$ cat config.mk
export PLATFORM = sky130hd
export DESIGN_NAME = fb_arbiter
export DESIGN_NICKNAME = d
export VERILOG_FILES = /design/src/rtl/fb_arb_pkg.sv /design/src/rtl/fb_arb_tag_fifo.sv /design/src/rtl/fb_arbiter.sv
export SDC_FILE = /design/constraint.sdc
export NUM_CORES = 1
export LEC_CHECK = 0
export CAP_MARGIN = 20
export CORE_MARGIN = 2
export CORE_UTILIZATION = 31
export DETAILED_ROUTE_END_ITERATION = 16
export PLACE_DENSITY = 0.83
export SKIP_CTS_REPAIR_TIMING = 1
export SLEW_MARGIN = 40
export SYNTH_ARGS = -nofsm -noshare
export SYNTH_HDL_FRONTEND = slang
export SYNTH_SLANG_ARGS = --single-unit
$ cat constraint.sdc
create_clock -name memory_clock -period 2.31 [get_ports memory_clock]
set_input_delay 0.3465 -clock memory_clock [delete_from_list [all_inputs] [get_ports memory_clock]]
set_output_delay 0.3465 -clock memory_clock [all_outputs]
set_load 0.1 [all_outputs]
$ cat src/rtl/fb_arb_pkg.sv
// Shared constants and types for the frame-buffer arbiter.
// Tags record which master issued each outstanding read.
package fb_arb_pkg;
  localparam int DEF_AW = 30;
  localparam int DEF_DW = 32;

  localparam logic TAG_VID = 1'b0;
  localparam logic TAG_CPU = 1'b1;

  typedef enum logic {
    ST_IDLE = 1'b0,
    ST_LOCK = 1'b1
  } lock_state_t;
endpackage

$ cat src/rtl/fb_arb_tag_fifo.sv
// In-order 1-bit tag FIFO recording the issuer of each outstanding read.
// A push while full is taken only when a pop frees the head slot in the same cycle.
module fb_arb_tag_fifo #(
  parameter int DEPTH = 8
) (
  input  logic memory_clock,
  input  logic reset_n,
  input  logic push,
  input  logic din,
  input  logic pop,
  output logic full,
  output logic empty,
  output logic head
);
  localparam int PW = $clog2(DEPTH);

  logic [DEPTH-1:0] mem;
  logic [PW:0]      wr_ptr;
  logic [PW:0]      rd_ptr;
  logic             do_push;
  logic             do_pop;

  assign empty   = (wr_ptr == rd_ptr);
  assign full    = (wr_ptr[PW] != rd_ptr[PW]) && (wr_ptr[PW-1:0] == rd_ptr[PW-1:0]);
  assign do_pop  = pop && !empty;
  assign do_push = push && (!full || do_pop);
  assign head    = mem[rd_ptr[PW-1:0]];

  always_ff @(posedge memory_clock or negedge reset_n) begin
    if (!reset_n) begin
      wr_ptr <= '0;
      rd_ptr <= '0;
      mem    <= '0;
    end else begin
      if (do_push) begin
        mem[wr_ptr[PW-1:0]] <= din;
        wr_ptr              <= wr_ptr + (PW+1)'(1);
      end
      if (do_pop) rd_ptr <= rd_ptr + (PW+1)'(1);
    end
  end
endmodule

$ cat src/rtl/fb_arbiter.sv
// Two-master arbiter for the frame-buffer slave: real-time video reads and CPU read/write.
// state | meaning
// IDLE  | grant decided every cycle from the requests
// LOCK  | a stalled command is held; grant stays with owner until accepted
module fb_arbiter
  import fb_arb_pkg::*;
#(
  parameter int AW         = DEF_AW,
  parameter int DW         = DEF_DW,
  parameter int TAG_DEPTH  = 8,
  parameter int STARVE_MAX = 16
) (
  input  logic            memory_clock,
  input  logic            reset_n,
  input  logic [AW-1:0]   vid_address,
  input  logic            vid_read,
  output logic            vid_waitrequest,
  output logic [DW-1:0]   vid_readdata,
  output logic            vid_readdatavalid,
  input  logic [AW-1:0]   cpu_address,
  input  logic            cpu_read,
  input  logic            cpu_write,
  input  logic [DW-1:0]   cpu_writedata,
  input  logic [DW/8-1:0] cpu_byteenable,
  output logic            cpu_waitrequest,
  output logic [DW-1:0]   cpu_readdata,
  output logic            cpu_readdatavalid,
  output logic [AW-1:0]   s_address,
  output logic            s_read,
  output logic            s_write,
  output logic [DW-1:0]   s_writedata,
  output logic [DW/8-1:0] s_byteenable,
  input  logic            s_waitrequest,
  input  logic [DW-1:0]   s_readdata,
  input  logic            s_readdatavalid
);
  localparam int SW = $clog2(STARVE_MAX + 1);

  lock_state_t state, state_nxt;
  logic          owner, owner_nxt;
  logic [SW-1:0] starve, starve_nxt;

  logic fifo_full, fifo_empty, fifo_head, fifo_push;
  logic tag_stall, vid_elig, cpu_req, cpu_elig;
  logic gnt, gnt_valid, present, accept, cpu_acc;
  logic          rdv_vid_q, rdv_cpu_q;
  logic [DW-1:0] rdata_q;

  // A pop in the same cycle frees a slot, so a full FIFO only stalls without a response.
  assign tag_stall = fifo_full && !s_readdatavalid;
  assign vid_elig  = vid_read && !tag_stall;
  assign cpu_req   = cpu_read || cpu_write;
  assign cpu_elig  = cpu_write || (cpu_read && !tag_stall);
  assign present   = s_read || s_write;
  assign accept    = present && !s_waitrequest;
  assign cpu_acc   = accept && (gnt == TAG_CPU);
  assign fifo_push = accept && s_read;

  always_ff @(posedge memory_clock or negedge reset_n) begin
    if (!reset_n) begin
      state  <= ST_IDLE;
      owner  <= TAG_VID;
      starve <= '0;
    end else begin
      state  <= state_nxt;
      owner  <= owner_nxt;
      starve <= starve_nxt;
    end
  end

  always_comb begin
    state_nxt  = state;
    owner_nxt  = owner;
    starve_nxt = starve;
    case (state)
      ST_IDLE: if (present && s_waitrequest) state_nxt = ST_LOCK;
      ST_LOCK: if (accept) state_nxt = ST_IDLE;
      default: state_nxt = ST_IDLE;
    endcase
    if (present) owner_nxt = gnt;
    if (!cpu_req || cpu_acc) starve_nxt = '0;
    else if (starve != SW'(STARVE_MAX)) starve_nxt = starve + SW'(1);
  end

  // Command path is purely combinational; reset gates it so nothing reaches the slave.
  always_comb begin
    gnt       = owner;
    gnt_valid = 1'b0;
    if (state == ST_LOCK) begin
      gnt_valid = 1'b1;
    end else if (cpu_elig && starve == SW'(STARVE_MAX)) begin
      gnt       = TAG_CPU;
      gnt_valid = 1'b1;
    end else if (vid_elig) begin
      gnt       = TAG_VID;
      gnt_valid = 1'b1;
    end else if (cpu_elig) begin
      gnt       = TAG_CPU;
      gnt_valid = 1'b1;
    end
    s_address    = (gnt == TAG_CPU) ? cpu_address : vid_address;
    s_writedata  = cpu_writedata;
    s_byteenable = (gnt == TAG_CPU) ? cpu_byteenable : '1;
    s_read       = 1'b0;
    s_write      = 1'b0;
    if (reset_n && gnt_valid) begin
      if (gnt == TAG_CPU) begin
        s_read  = cpu_read && !tag_stall;
        s_write = cpu_write;
      end else begin
        s_read  = vid_read && !tag_stall;
      end
    end
    vid_waitrequest = !(accept && gnt == TAG_VID);
    cpu_waitrequest = !(accept && gnt == TAG_CPU);
  end

  fb_arb_tag_fifo #(.DEPTH(TAG_DEPTH)) u_tag_fifo (
    .memory_clock (memory_clock),
    .reset_n      (reset_n),
    .push         (fifo_push),
    .din          (gnt),
    .pop          (s_readdatavalid),
    .full         (fifo_full),
    .empty        (fifo_empty),
    .head         (fifo_head)
  );

  always_ff @(posedge memory_clock or negedge reset_n) begin
    if (!reset_n) begin
      rdv_vid_q <= 1'b0;
      rdv_cpu_q <= 1'b0;
      rdata_q   <= '0;
    end else begin
      rdv_vid_q <= s_readdatavalid && !fifo_empty && (fifo_head == TAG_VID);
      rdv_cpu_q <= s_readdatavalid && !fifo_empty && (fifo_head == TAG_CPU);
      if (s_readdatavalid) rdata_q <= s_readdata;
    end
  end

  assign vid_readdata      = rdata_q;
  assign cpu_readdata      = rdata_q;
  assign vid_readdatavalid = rdv_vid_q;
  assign cpu_readdatavalid = rdv_cpu_q;

`ifndef SYNTHESIS
  rdv_without_tag: assert property (@(posedge memory_clock) disable iff (!reset_n)
    !(s_readdatavalid && fifo_empty));
`endif
endmodule
==> impl_metrics.yaml <==
logic_synthesis:
  yosysSeqAreaShare: 0.410
  synthMuxAreaShare: 0.258
  synth_top_area_frac: 0.410
  yosysUniqueCellTypes: 42
  synth_area_per_cell_um2: 11.6
  synth-edff-count: 0
  synth_ff_type: "dfrtp_1"
  syn_area_mm2: 0.00348
  synth_top_family_by_area: "multiplexers"
  async_reset_ff_frac: 1.00
  synth_compound_area_frac: 0.0331
  syn_nets: 440
  synth_seq_cells: 57
  synth-adder-area-share: 0.0144
  ys_warn_count: 0
  synthTopCellsByArea: "dfrtp_1 (41%), mux2_2 (15%), buf_4 (14%), mux2_1 (8.4%), xnor2_1 (2.0%)"
  yosysTopAreaCell: "dfrtp_1"
  synthSimpleGateAreaFrac: 0.0842
  synth_xor_area_frac: 0.0353
  syn_inst: 301
layout:
  layout.nets: 634
  final_util: 0.582
  diodes: 0
  mostFrequentLayoutCells: "buf_4 (107), clkdlybuf4s50_1 (100), dfrtp_1 (57), mux2_2 (42), buf_12 (42)"
  drive_gt1_frac: 0.548
  final_common_cell: "buf_4"
  syn_to_final_growth_pct: 82.4
clock_network:
  cts_root_buf: "clkbuf_8"
  htree_levels: 3
  cts_inserted_buffers: 9
  cts.path.max_buffers: 2
  clock_latency_ns: 0.34
  tritoncts: "yes"
  clk_pin_slew_worst_paths_ns: 0.08
  clock_sinks: 57
power:
  switching_share: 0.505
  power.leakage_nw: 2.88
  pwr_density_cell_mw_per_mm2: 1490
  vdd_drop_max_uv: 1080
  combPwrFrac: 0.748
  seqPwrFrac: 0.149
  pwr-share-clk: 0.103
  p_int_w: 0.00469
  p_sw_w: 0.00479
sta:
  worst_slew_pin_slew_ns: 0.509
  layout_setup_ws_ns: -0.553
  setup_viol: 38
  finalHoldViolCount: 0
  relSlewSlack: 0.660
  final.setup_skew_ns: 0.0140
  fmax_mhz: 349
  rsz0062_at_grt: "yes"
  min_period_ns: 2.86
  slew_violations: 0
  timing.final.crit_share: 1.24
floorplanning:
  rows: 38
  core-area_mm2: 0.0109
  ioPinCount: 271
  fp.dieArea_mm2: 0.0121
  die_w_um: 110
  die_h_um: 110
  floorplan.initialDensity: 0.319
detailed_routing:
  drtPass1Iterations: 4
  dr_total_vias: 3021
  drt_wl_total_um: 11000
  first_iter_violations: 99
  drc_errors: 0
  wl_per_cell_um: 17.1
  via_per_inst: 4.72
  ant_nets: 0
placed_design:
  numPortBuffers: 206
  gp_congestion: 0.880
  dp_slack_ns: -0.405
  dpl.hpwl_um: 8240
flow_run:
  drv_cap: 0
grt:
  globalRouteMet3Util: 0.0522
  overflow: 0
  grt.met1_usage: 0.165
  met2_usage: 0.295
  grt_max_degree: 43
  antenna_found_initial: 0
  grtUsageTotal: 0.160
  grt_pass1_vias: 2908
  grt-busiest-layer: "met2"
  grt_pass1_wl_um: 14700
worst_setup_path:
  critical_path.max_fanout: 8
  cp_common_cell: "buf_12"
  cp_cell_sequence: "inv_2, ha_4, and4bb_2, a21oi_2, o22a_1, a21oi_4, clkbuf_16, buf_12, mux2_4, buf_12"
  startpoint: "starve[0]"
  end_kind: "output port"
  start_kind: "register"
  crit_arrival_ns: 2.52
  criticalPathCategory: "register to output port"
  crit_slowest_cell: "dfrtp_1"
  critical-path-max-stage-delay_ns: 0.39
  required_ns: 1.96
  r2r-start: "starve[0]"
run_status:
  status: "complete, but fails checks"
  violations: "setup timing"
hold_path:
  hp-class: "primary input to asynchronous set/reset pin"
==> final cells by class <==
class                   instances  area (µm²)
well taps                     140         175
clock buffers                  10         138
inverters                       3        15.0
clock inverters                 6        72.6
repair buffers                261        2820
multi-input cells             163        1690
flip-flops and latches         57        1430
fillers                       843        4550
==> cell usage after synthesis, types with 2 or more instances <==
library cell   n
dfrtp_1       57
xor2_1         6
mux2_2        47
buf_6          3
nand3_1        7
clkbuf_1       4
buf_4         64
xnor2_1        8
nor3_1         4
buf_1          2
a21oi_1        3
nand4_1        3
or2_2          3
a21o_1         2
mux4_2         2
mux2i_1        3
nor2b_1        2
nand2b_1       8
or3_1          2
nor2_1        11
nand2_1        5
and3_1         2
inv_1          3
mux2_1        26
buf_2          4
ha_1           4
==> state kept, by name, summed over array words and instances, names as in the netlist, named ones only <==
register           flops
u_tag_fifo.rd_ptr      4
u_tag_fifo.wr_ptr      4
vid_readdatavalid      1
cpu_readdata          32
cpu_readdatavalid      1
owner                  1
u_tag_fifo.mem         8
starve                 5
==> final timing paths <==
kind / endpoint / slack, ns / cells after the start
worst max-delay path: s_address[16] / -0.55 / 10
worst min-delay path: u_tag_fifo.rd_ptr[3] / 0.14 / 2
worst max register to register: u_tag_fifo.mem[7] / 0.08 / 9
worst min register to register: u_tag_fifo.mem[3] / 0.51 / 1
max in group asynchronous: owner / 1.62 / 2
min in group memory_clock: owner / 0.46 / 3
==> metrics by stage <==
stage	setup TNS (ns)	hold slack (ns)	std cells	instance area, µm²	total power, W
5_1_grt	-22.05	0.125	640	6340	0.00984
4_1_cts	-16.49	-0.156	620	5970	0.00885
3_3_place_gp	-10.78	0.217	604	5760	0.00775
2_1_floorplan	-3.24	0.0509	301	3610	0.00609
3_5_place_dp	-11.91	0.216	604	5760	0.00784
6_report	-18.54	0.137	640	6340	0.00948
==> logic make-up (layout without fill, tap and decap cells) <==
kind of cell / after synthesis / in the layout
buf+inv: 81 / 280
fa+ha+maj: 4 / 4
compound gates: 14 / 14
xor+xnor: 14 / 14
flops: 57 / 57
mux: 78 / 78
simple gates: 53 / 53
==> layer usage <==
metal,wire (µm),share of wire
met5,0,0
met2,5920,0.54
met4,337,0.031
met3,976,0.089
met1,3720,0.34
==> worst max-delay path: cells and delay by family (launching register included) <==
kind | cells | cell delay [ns]
adders and majority gates | 1 | 0.12
AOI/OAI and AO/OA | 3 | 0.53
DFF | 1 | 0.39
and+or+nand+nor | 1 | 0.26
muxes | 1 | 0.32
buffers and inverters | 4 | 0.57
==> power groups by stage <==
stage,Clock [W],Sequential [W],Combinational (W)
after floorplan,0,0.00190,0.00418
after global placement,0,0.00141,0.00634
after detailed placement,0,0.00142,0.00642
after CTS,0.00101,0.00141,0.00644
after global routing,0.00107,0.00144,0.00733
final,0.000975,0.00141,0.00709
Note: power is estimated with default switching activity, not from simulation.
